$ cat config.mk
export PLATFORM = sky130hd
export DESIGN_NAME = pll_cfg_master
export DESIGN_NICKNAME = d
export VERILOG_FILES = /design/src/rtl/pll_cfg_pkg.sv /design/src/rtl/pll_cfg_master.sv
export SDC_FILE = /design/constraint.sdc
export NUM_CORES = 1
export LEC_CHECK = 0
export BUFFER_PORTS_ARGS = -buffer_cell sky130_fd_sc_hd__buf_2
export CAP_MARGIN = 20
export CORE_ASPECT_RATIO = 0.7
export CORE_MARGIN = 2
export CORE_UTILIZATION = 50
export CTS_CLUSTER_DIAMETER = 100
export DETAILED_ROUTE_END_ITERATION = 10
export PLACE_DENSITY_LB_ADDON = 0.05
export SLEW_MARGIN = 5
export SYNTH_ARGS = -nofsm -noshare
export SYNTH_HDL_FRONTEND = slang
export SYNTH_SLANG_ARGS = --single-unit
$ cat constraint.sdc
create_clock -name clk_i -period 4.2 [get_ports clk_i]
set_input_delay 0.42 -clock clk_i [delete_from_list [all_inputs] [get_ports clk_i]]
set_output_delay 0.42 -clock clk_i [all_outputs]
set_load 0.01 [all_outputs]
$ cat src/rtl/pll_cfg_pkg.sv
// Shared constants, register-bus structs and the sequencer state encoding
// for the PLL configuration master and its responder.
package pll_cfg_pkg;

    localparam int unsigned PLL_REG_AW = 32;
    localparam int unsigned PLL_REG_DW = 32;

    localparam logic [11:0] PLL_BYPASS_OFFS = 12'h000;
    localparam logic [11:0] PLL_SEL_OFFS    = 12'h008;
    localparam logic [11:0] PLL_CODE_OFFS   = 12'h010;

    localparam int unsigned PLL_SEL_W  = 3;
    localparam int unsigned PLL_CODE_W = 12;

    typedef struct packed {
        logic                    valid;
        logic                    write;
        logic [PLL_REG_AW-1:0]   addr;
        logic [PLL_REG_DW-1:0]   wdata;
        logic [PLL_REG_DW/8-1:0] wstrb;
    } pll_reg_req_t;

    typedef struct packed {
        logic                  ready;
        logic [PLL_REG_DW-1:0] rdata;
        logic                  error;
    } pll_reg_rsp_t;

    typedef enum logic [3:0] {
        ST_IDLE    = 4'd0,
        ST_WR_BYP1 = 4'd1,
        ST_WR_SEL  = 4'd2,
        ST_WR_CODE = 4'd3,
        ST_SETTLE  = 4'd4,
        ST_WR_BYP0 = 4'd5,
        ST_RD_SEL  = 4'd6,
        ST_RD_CODE = 4'd7,
        ST_DONE    = 4'd8,
        ST_ERR     = 4'd9
    } pll_cfg_state_e;

endpackage

$ cat src/rtl/pll_cfg_master.sv
// Register-bus initiator running the PLL bypass/reprogram/settle sequence.
// Optional readback verification of sel/code is enabled by PLL_CFG_READBACK_EN.
module pll_cfg_master
    import pll_cfg_pkg::*;
#(
    parameter type reg_req_t = pll_reg_req_t,
    parameter type reg_rsp_t = pll_reg_rsp_t,
    parameter int unsigned AddrWidth = 32,
    parameter logic [AddrWidth-1:0] BaseAddr = '0,
    parameter int unsigned SettleCycles  = 1024,
    parameter int unsigned TimeoutCycles = 256
) (
    input  logic                  clk_i,
    input  logic                  rstn_i,
    input  logic                  start_i,
    input  logic [PLL_SEL_W-1:0]  sel_i,
    input  logic [PLL_CODE_W-1:0] code_bp_i,
    output logic                  busy_o,
    output logic                  done_o,
    output logic                  error_o,
    output reg_req_t              req_o,
    input  reg_rsp_t              rsp_i,
    output pll_cfg_state_e        dbg_state_o
);

    pll_cfg_state_e        r_state;
    pll_cfg_state_e        w_next;
    logic [PLL_SEL_W-1:0]  r_sel;
    logic [PLL_CODE_W-1:0] r_code;
    logic                  r_error;
    logic [31:0]           r_settle_cnt;
    logic [31:0]           r_to_cnt;

    logic                  w_is_req;
    logic                  w_write;
    logic [11:0]           w_offs;
    logic [PLL_REG_DW-1:0] w_wdata;
    logic                  w_xfer;
    logic                  w_timeout;
    logic                  w_rd_mismatch;
    logic                  w_unused_rdata;

    always_comb begin
        w_is_req = 1'b0;
        w_write  = 1'b1;
        w_offs   = PLL_BYPASS_OFFS;
        w_wdata  = '0;
        case (r_state)
            ST_WR_BYP1: begin
                w_is_req = 1'b1;
                w_wdata  = 32'd1;
            end
            ST_WR_SEL: begin
                w_is_req = 1'b1;
                w_offs   = PLL_SEL_OFFS;
                w_wdata  = 32'(r_sel);
            end
            ST_WR_CODE: begin
                w_is_req = 1'b1;
                w_offs   = PLL_CODE_OFFS;
                w_wdata  = 32'(r_code);
            end
            ST_WR_BYP0: w_is_req = 1'b1;
`ifdef PLL_CFG_READBACK_EN
            ST_RD_SEL: begin
                w_is_req = 1'b1;
                w_write  = 1'b0;
                w_offs   = PLL_SEL_OFFS;
            end
            ST_RD_CODE: begin
                w_is_req = 1'b1;
                w_write  = 1'b0;
                w_offs   = PLL_CODE_OFFS;
            end
`endif
            default: ;
        endcase
    end

    assign w_xfer         = w_is_req && rsp_i.ready;
    assign w_timeout      = w_is_req && !rsp_i.ready && (TimeoutCycles != 0) &&
                            (r_to_cnt == TimeoutCycles - 1);
    assign w_unused_rdata = ^rsp_i.rdata;

`ifdef PLL_CFG_READBACK_EN
    assign w_rd_mismatch = ((r_state == ST_RD_SEL)  && (rsp_i.rdata[PLL_SEL_W-1:0]  != r_sel)) ||
                           ((r_state == ST_RD_CODE) && (rsp_i.rdata[PLL_CODE_W-1:0] != r_code));
`else
    assign w_rd_mismatch = 1'b0;
`endif

    // SETTLE occupies max(SettleCycles, 1) cycles: it exits on the cycle the
    // counter is about to reach zero, so a zero setting still takes one cycle.
    always_comb begin
        w_next = r_state;
        case (r_state)
            ST_IDLE:    if (start_i) w_next = ST_WR_BYP1;
            ST_WR_BYP1: if (w_xfer) w_next = ST_WR_SEL;
            ST_WR_SEL:  if (w_xfer) w_next = ST_WR_CODE;
            ST_WR_CODE: if (w_xfer) w_next = ST_SETTLE;
            ST_SETTLE:  if (r_settle_cnt <= 32'd1) w_next = ST_WR_BYP0;
`ifdef PLL_CFG_READBACK_EN
            ST_WR_BYP0: if (w_xfer) w_next = ST_RD_SEL;
            ST_RD_SEL:  if (w_xfer) w_next = ST_RD_CODE;
            ST_RD_CODE: if (w_xfer) w_next = ST_DONE;
`else
            ST_WR_BYP0: if (w_xfer) w_next = ST_DONE;
`endif
            ST_DONE:    w_next = ST_IDLE;
            ST_ERR:     w_next = ST_IDLE;
            default:    w_next = ST_IDLE;
        endcase
        if ((w_xfer && (rsp_i.error || w_rd_mismatch)) || w_timeout) begin
            w_next = ST_ERR;
        end
    end

    always_ff @(posedge clk_i or negedge rstn_i) begin
        if (!rstn_i) begin
            r_state      <= ST_IDLE;
            r_sel        <= '0;
            r_code       <= '0;
            r_error      <= 1'b0;
            r_settle_cnt <= '0;
            r_to_cnt     <= '0;
        end else begin
            r_state <= w_next;
            if (r_state == ST_IDLE && start_i) begin
                r_sel   <= sel_i;
                r_code  <= code_bp_i;
                r_error <= 1'b0;
            end else if (w_next == ST_ERR) begin
                r_error <= 1'b1;
            end
            // Counts only stalled cycles, so it restarts for every request.
            if (!w_is_req || rsp_i.ready) r_to_cnt <= '0;
            else                          r_to_cnt <= r_to_cnt + 32'd1;
            if (r_state == ST_WR_CODE && w_xfer) begin
                r_settle_cnt <= SettleCycles;
            end else if (r_state == ST_SETTLE && r_settle_cnt != '0) begin
                r_settle_cnt <= r_settle_cnt - 32'd1;
            end
        end
    end

    always_comb begin
        req_o       = '0;
        req_o.valid = w_is_req;
        req_o.write = w_is_req && w_write;
        req_o.addr  = w_is_req ? AddrWidth'(BaseAddr + AddrWidth'(w_offs)) : '0;
        req_o.wdata = w_wdata;
        req_o.wstrb = (w_is_req && w_write) ? '1 : '0;
    end

    assign busy_o      = (r_state != ST_IDLE);
    assign done_o      = (r_state == ST_DONE);
    assign error_o     = r_error;
    assign dbg_state_o = r_state;

endmodule

==> Word level (Yosys, flattened, before mapping) <==
Index checks and enable logic that the tools add are counted.
W data, S select, Z words.
{ "totals": {"regBits": 84, "latch_bits": 0, "ram_bits": 0, "mem_bits_ro": 0, "input_bits": 52, "output_inout_bits": 77, "elab_cells": 52, "memories": 0} }
{ "classes": {"add_sub_neg": 2, "mul": 0, "div": 0, "order_cmp": 1, "n_eq_ne": 8, "shift": 0, "mux": 18, "bitwise": 0, "n_reduce_logical": 17} }
{ "ops": {"columns": ["operator", "n"], "rows": [
  ["$mux W32", 3],
  ["$pmux W12 S3", 1],
  ["$add A32 B1 Y32 const B", 1],
  ["$eq A32 B8 Y1 const B", 1],
  ["$le A32 B1 Y1 const B", 1],
  ["$mux W4", 8],
  ["$reduce_bool A32 Y1", 1],
  ["$sub A32 B1 Y32 const B", 1],
  ["$pmux W4 S6", 1],
  ["$mux W12", 1],
  ["$pmux W5 S2", 1],
  ["$eq A4 B2 Y1 const B", 2],
  ["$eq A4 B3 Y1 const B", 2],
  ["$eq A4 B4 Y1 const B", 2],
  ["$logic_and A1 B1 Y1", 7],
  ["$eq A4 B1 Y1 const B", 1],
  ["$logic_not A4 Y1", 1],
  ["$reduce_bool A2 Y1", 2],
  ["$reduce_bool A4 Y1", 1],
  ["$reduce_or A4 Y1", 1],
  ["$mux W1", 3],
  ["$logic_not A1 Y1", 2],
  ["$logic_or A1 B1 Y1", 2]
]} }

==> Depth between registers and ports, before layout <==
Gate-level depths: netlist (run 1).
{ "logic_depth": {"ltp_word": 10, "ltp_mapped": 8, "ltp_nobuf": 7} }

==> Least setup slack after synthesis (run 1) <==
Ideal clock, no wire load.
{ "synth_timing": {"kind": "reg2reg", "start": "reg r_settle_cnt[18]", "end": "reg r_settle_cnt[29]", "setup_time_ps": 79, "arrival_time_ps": 2151, "setup_slack_ps": 1970, "path_stages_with_launch": 8, "synth_period_minus_slack_ps": 2230, "path_cell_list": "dfrtp_1 > or4_1 > buf_2 > or2_1 > buf_2 > or3_4 > nor4_4 > mux2i_1"} }
{ "synth_between": {"elab_chain_len": 3, "elab_cells_between_ends": 6, "cone_classes": "add/sub: 1; mux: 2; reduce/logical: 3"} }
{ "synth_lines": {"columns": ["element", "line", "rtl"], "rows": [
  ["start: declaration", "pll_cfg_master.sv:31", "logic [31:0] r_settle_cnt;"],
  ["start signal: assignment", "pll_cfg_master.sv:139", "r_settle_cnt <= SettleCycles;"],
  ["start signal: assignment", "pll_cfg_master.sv:141", "r_settle_cnt <= r_settle_cnt - 32'd1;"],
  ["$sub A32 B1 Y32 / $reduce_bool A32 Y1 (equally long branches)", "pll_cfg_master.sv:141, pll_cfg_master.sv:140", null],
  ["$mux W32 / $logic_and A1 B1 Y1 (equally long branches)", "pll_cfg_master.sv:140", "end else if (r_state == ST_SETTLE && r_settle_cnt != '0) begin"],
  ["$mux W32 / $reduce_bool A2 Y1 (equally long branches)", null, null]
]} }
Several ways; a longest one is shown, not always the timed one. The select of a mux whose other input is x is not followed.
A chain may end at the register's enable or synchronous reset.

==> Worst setup path in the final report (run 1) <==
{ "layout_timing": {"start": "reg r_settle_cnt[6]", "end": "reg r_settle_cnt[30]"} }
The elaborated chain is that of the path after synthesis.

==> impl_metrics.env, run 1 <==
export IMPL_synthCells=496
export IMPL_async_flop_share=1.00
export IMPL_worst_setup_path_type="flop to flop"
export IMPL_setup_viol=0
export IMPL_htree_levels=3
export IMPL_antenna_found_initial=0
export IMPL_layout_drive_gt1_share=0.161
export IMPL_cts_buffers=9
export IMPL_fin_worst_skew_ns=0.00451
export IMPL_worstMarginPinSlew_ns=0.957
export IMPL_synth_top_area_share=0.442
export IMPL_clk_pin_slew_ns=0.06
export IMPL_synth_fa_ha_area_frac=0.0105
export IMPL_cts_tree="yes"
export IMPL_max_freq_mhz=382
export IMPL_syn_avg_cell_area_um2=9.59
export IMPL_hpwlAfterDp_mm=6.39
export IMPL_routedWlPerCell_um=14.2
export IMPL_hold_class="input port to async pin"
export IMPL_maxCapViolCount=0
export IMPL_via_count=3458
export IMPL_die_area_um2=10300
export IMPL_via_per_inst=5.30
export IMPL_drcViolationCount=0
export IMPL_cts_resized=0
export IMPL_drt_iter0_drc=162
export IMPL_overflow=0
export IMPL_grtUsageTotal=0.191
export IMPL_status="complete, no violations"
export IMPL_fin_crit_sh=0.624
export IMPL_pre_cts_ws_ns=1.58
export IMPL_worstPathRequired_ns=4.46
export IMPL_grt_max_degree=52
export IMPL_pin_count=129
export IMPL_grt_pass1_wl_mm=15.4
export IMPL_synth_top_cells_by_area="dfrtp_1 (44%), buf_4 (8.8%), nor2_1 (3.8%), mux2_2 (3.5%), xnor2_1 (3.5%)"
export IMPL_p_leak_uw=0.00229
export IMPL_num_antenna_cells=0
export IMPL_finalNonFillerCells=652
export IMPL_period_needed_ns=2.62
export IMPL_worst_slack_ns=1.58
export IMPL_clock_sinks=84
export IMPL_finalWirelength_mm=9.25
export IMPL_grt_pass1_vias=3075
export IMPL_clk_latency_ns=0.34
export IMPL_yosysSeqAreaShare=0.442
export IMPL_gp_congestion=0.773
export IMPL_syn_area_um2=4760
export IMPL_timing_reg2reg_setup_slack_ns=1.58
export IMPL_drtAntennaViolNets=0
export IMPL_synthMuxAreaShare=0.0692
export IMPL_synth_compound_area_frac=0.0644
export IMPL_syn2layout_area_growth_pct=7.52
export IMPL_synth_xor_area_frac=0.0571
export IMPL_die_h_um=85.6
export IMPL_synth_seq_cells=84
export IMPL_slew_headroom=0.361
export IMPL_critPathMaxFanout=15
export IMPL_hold_viol=0
export IMPL_design_core_area_um2=9140
export IMPL_synth_cell_type_count=51
export IMPL_ys_flop_type="dfrtp_1"
export IMPL_dr_pass1_iters=4
export IMPL_synth_top_family_by_area="simple AND/OR/NAND/NOR gates"
export IMPL_dieWidth_um=121
export IMPL_root_buffer="clkbuf_16"
export IMPL_power_density_nw_per_um2=579
export IMPL_cp_arrival_ns=2.88
export IMPL_slew_viol_final=0
export IMPL_synth_edf_count=0
export IMPL_final_nets=580
export IMPL_dp_cells=637
export IMPL_ys_warn_count=0
export IMPL_cp_start_kind="flop"
export IMPL_cts_setup_buffers=0
export IMPL_r2r_start="r_settle_cnt[6]$_DFFE_PN0P_"
export IMPL_cts_hold_buf=0
export IMPL_start_util=0.520
export IMPL_tns_ns=0
export IMPL_rsz0062_at_grt="no"
export IMPL_yosys_area_share_simple=0.240
export IMPL_synth_area_leader_cell="dfrtp_1"
export IMPL_startpoint="r_settle_cnt[6]$_DFFE_PN0P_"
export IMPL_rows=29
export IMPL_port_buffers=46
export IMPL_cts_buffer_depth=2
export IMPL_peakVddDrop_v=0.000429
export IMPL_cp_end_kind="flop"
==> power by group <==
part	leakage [uW]	internal (uW)	switching [uW]
registers	0.00111	1010	204
clock network	0.000138	472	311
logic	0.00103	408	561
total	0.00229	1890	1080
==> metal layers <==
layer	part of all wire	vias up	GRT usage	routed length (um)
met3	0.066	11	0.0652	608
met4	0.012	0	0.0560	108
met1	0.51	1668	0.288	4700
li1	-	1685	-	-
met2	0.41	94	0.259	3840
met5	0	-	0	0
==> Yosys cell counts (3+ instances only) <==
cell type,instances
dfrtp_1,84
buf_4,56
nor2_1,48
nand2_1,38
nor3_1,20
xnor2_1,19
clkbuf_1,17
mux2i_1,16
nand3_1,16
mux2_2,15
nor4_1,15
nand4_1,13
or3_1,12
xor2_1,12
and2_1,11
inv_1,10
a21oi_1,9
or4_1,8
o21ai_0,7
buf_2,6
o211ai_1,6
o31ai_1,6
and3_1,4
ha_1,4
nand2b_1,4
or2_2,4
a211o_1,3
and4_1,3
nor4b_1,3
==> layout make-up <==
class	count	area [um2]
multi-input cells	372	2290
flip-flops and latches	84	2100
clock buffers	11	243
clock inverters	4	50.0
fillers	852	4030
inverters	10	37.5
repair buffers	47	240
well taps	124	155
==> metrics by stage <==
stage                     power, uW  hold slack (ns)   util  area (um2)
after floorplan                2010            0.124      -        4940
after global placement         2170            0.458  0.528        4820
after detailed placement       2200            0.466  0.528        4820
after CTS                      2990            0.141  0.560        5120
after global routing           3180            0.166  0.560        5120
final                          2960            0.118  0.560        5120
==> path summary, 6_finish.rpt <==
path	cells past startpoint	to
worst max register to register	5	r_settle_cnt[30]$_DFFE_PN0P_
worst min register to register	1	r_settle_cnt[19]$_DFFE_PN0P_
min in group clk_i	2	r_code[6]$_DFFE_PN0P_
worst min-delay path	1	r_settle_cnt[27]$_DFFE_PN0P_
max in group asynchronous	2	r_settle_cnt[12]$_DFFE_PN0P_
worst max-delay path	5	r_settle_cnt[30]$_DFFE_PN0P_
==> cells in the final DEF, fill, tap and decap left out, drive strengths merged, types with 5 or more instances in the layout <==
master  count
mux2       15
and2       11
nor4       17
nand4      13
nor2       48
or3        13
nand2      38
dfrtp      84
inv        10
buf        47
xnor2      19
mux2i      16
o31ai       6
clkbuf     11
a21oi       9
or4         8
o21ai       7
o211ai      6
or2         5
xor2       12
conb       50
nand3      16
nor3       21
==> worst max-delay path: stages (launching register included) <==
cell and delay (ns):
dfrtp_1 0.42, nor4_1 0.76, nand4b_1 0.27, a211o_1 0.46, or4_1 0.45, a21oi_1 0.18
==> cell families (layout without fill, tap and decap cells) <==
logic type,Yosys count,count (layout)
muxes,31,31
AOI/OAI and AO/OA,45,45
xor gates and xnor gates,31,31
DFF,84,84
buffers and inverters,89,72
and+or+nand+nor,211,211
adders and majority gates,4,4
other,1,50
==> sequential cells by signal, summed over array words and instances (netlist names) <==
signal and count:
r_sel 3, r_settle_cnt 32, r_to_cnt 32, error_o 1, r_code 12, dbg_state_o 4
No activity file was read; power rests on OpenSTA's default activity.
==> run 2: changes to the inputs <==
CORE_UTILIZATION = 48   (was 50)
clock period = 2.1 ns   (was 4.2 ns; I/O delays follow)
==> run 2 against run 1 <==
Net effect:
- the flow now finishes with violations (setup timing)
- first-iteration DRC count increased by 62%
- power rose by 130%
- cell count rose by 11%
- hold slack lost 0.011 ns
- clock skew rose by 0.0036 ns
- register-to-register slack worse by 1.6 ns
- core utilization rose by 3.8 points
- global-route usage increased by 0.95 points
- sequential power is 88% higher
- cell area increased by 13%
==> impl_metrics.env, run 2 (synthesis results as in run 1) <==
export IMPL_worstMarginPinSlew_ns=0.627
export IMPL_clk_pin_slew_ns=0.06
export IMPL_design_core_area_um2=9680
export IMPL_antenna_found_initial=0
export IMPL_slew_viol_final=0
export IMPL_crit_chain="or4_4 > or2_4 > or3_4 > nor4_4 > mux2i_1"
export IMPL_grtUsageTotal=0.201
export IMPL_cpMaxStageDelayCell="or4_4"
export IMPL_cp_arrival_ns=2.38
export IMPL_critPathBufInv=0
export IMPL_overflow=0
export IMPL_gp_congestion=0.834
export IMPL_tns_ns=-0.0253
export IMPL_via_count=3747
export IMPL_n_fill_cell=834
export IMPL_cp_start_kind="flop"
export IMPL_final_common_cell="dfrtp_1"
export IMPL_finalWirelength_mm=10.3
export IMPL_cts_buffers=9
export IMPL_hpwlAfterDp_mm=7.28
export IMPL_rows=30
export IMPL_hold_viol=0
export IMPL_fin_worst_skew_ns=0.00812
export IMPL_die_h_um=87.3
export IMPL_max_freq_mhz=471
export IMPL_rsz0062_at_grt="yes"
export IMPL_period_needed_ns=2.13
export IMPL_clock_sinks=84
export IMPL_p_leak_uw=0.00265
export IMPL_largestRegisters="r_settle_cnt (32), r_to_cnt (32), r_code (12)"
export IMPL_start_util=0.491
export IMPL_clk_latency_ns=0.33
export IMPL_drt_iter0_drc=262
export IMPL_pin_count=129
export IMPL_dieWidth_um=123
export IMPL_cts_tree="yes"
export IMPL_crit_path_max_incr_delay_ns=0.57
export IMPL_power_density_nw_per_um2=1160
export IMPL_root_buffer="clkbuf_16"
export IMPL_layout_common_cells="dfrtp_1 (84), buf_4 (63), conb_1 (50), nor2_1 (46), buf_2 (45)"
export IMPL_grt_pass1_vias=3334
export IMPL_via_per_inst=5.19
export IMPL_slew_headroom=0.582
export IMPL_port_buffers=46
export IMPL_cts_buffer_depth=2
export IMPL_worstPathRequired_ns=2.35
export IMPL_setup_viol=1
export IMPL_hold_class="input port to flop"
export IMPL_routedWlPerCell_um=14.3
export IMPL_cp_end_kind="flop"
export IMPL_htree_levels=3
export IMPL_num_antenna_cells=0
export IMPL_grtUsageMet2=0.292
export IMPL_fin_crit_sh=1.01
export IMPL_grtUsageMet3=0.0471
export IMPL_die_area_um2=10700
export IMPL_syn2layout_area_growth_pct=21.5
export IMPL_fin_util=0.597
export IMPL_maxCapViolCount=0
export IMPL_drcViolationCount=0
export IMPL_peakVddDrop_v=0.000863
export IMPL_critPathMaxFanout=4
export IMPL_dr_pass1_iters=4
export IMPL_violations="setup timing"
export IMPL_layout_drive_gt1_share=0.291
export IMPL_status="finished with violations"
export IMPL_use_met1=0.303
export IMPL_crit_family="simple AND/OR/NAND/NOR gates"
export IMPL_worst_slack_ns=-0.0253
export IMPL_final_nets=645
export IMPL_grt_max_degree=40
export IMPL_top_usage_layer="met1"
export IMPL_drtAntennaViolNets=0
export IMPL_grt_pass1_wl_mm=16.8
export IMPL_worst_setup_path_type="flop to flop"
==> run 2: cell types whose count changed in the layout (fill, tap and decap cells not counted), moves of 2 or more <==
cell	before	now
nor4_1	15	11
nor2_1	48	46
nor3_2	1	4
buf_12	0	2
clkinvlp_4	2	0
nor4_4	1	4
inv_6	0	2
or4_4	0	5
clkinv_4	0	2
buf_4	2	63
or4_1	8	3
nor3_1	20	17
==> run 2: per-layer routing <==
metal / share of wire / vias to the layer above
met5: 0 / -
met4: 0.0073 / 0
met3: 0.059 / 9
met2: 0.43 / 126
met1: 0.51 / 1788
li1: - / 1824
==> run 2: final timing paths <==
check | startpoint | end | slack (ns) | cells past startpoint
setup / recovery | r_settle_cnt[19]$_DFFE_PN0P_ | r_settle_cnt[29]$_DFFE_PN0P_ | -0.03 | 5
hold / removal | code_bp_i[6] | r_code[6]$_DFFE_PN0P_ | 0.11 | 2
setup reg to reg | r_settle_cnt[19]$_DFFE_PN0P_ | r_settle_cnt[29]$_DFFE_PN0P_ | -0.03 | 5
hold reg to reg | error_o$_DFFE_PN0P_ | error_o$_DFFE_PN0P_ | 0.49 | 1
max in group asynchronous | rstn_i | r_to_cnt[19]$_DFF_PN0_ | 1.07 | 3
min in group asynchronous | rstn_i | r_settle_cnt[22]$_DFFE_PN0P_ | 0.41 | 2
==> run 2: stage by stage <==
stage	setup slack [ns]	area (um2)	cells	hold WS [ns]	power (uW)
finish	-0.0253	5780	722	0.107	6720
floorplan	-0.0687	4970	545	-0.0856	4100
global route	-0.119	5780	722	0.0883	7180
detailed placement	-0.0356	5300	700	0.225	4950
global placement	-0.00974	5300	700	0.221	4890
CTS	-0.0193	5640	718	0.0926	6640
==> run 2: final cells by class <==
| class | instances | area [um2] | share of cell area |
|---|---|---|---|
| Sequential cell | 84 | 2100 | 0.364 |
| Clock inverter | 7 | 75.1 | 0.0130 |
| Tap cell | 128 | 160 | 0.0277 |
| Inverter | 10 | 37.5 | 0.00649 |
| Clock buffer | 9 | 225 | 0.0390 |
| Multi-Input combinational cell | 372 | 2420 | 0.419 |
| Timing Repair Buffer | 112 | 759 | 0.131 |
==> run 2: repair_timing <==
item / CTS / global route
hold buffers: 1 / 0
pin swaps: 1 / 12
endpoints found under the hold margin: 37 / 0
gates resized for setup: 6 / 22
endpoints found under the setup margin: 10 / 39
buffers inserted: 1 / 5
==> run 2: where the power goes <==
| group | switching, uW | internal (uW) |
|---|---|---|
| clock network | 654 | 929 |
| logic | 1500 | 1360 |
| registers | 266 | 2010 |
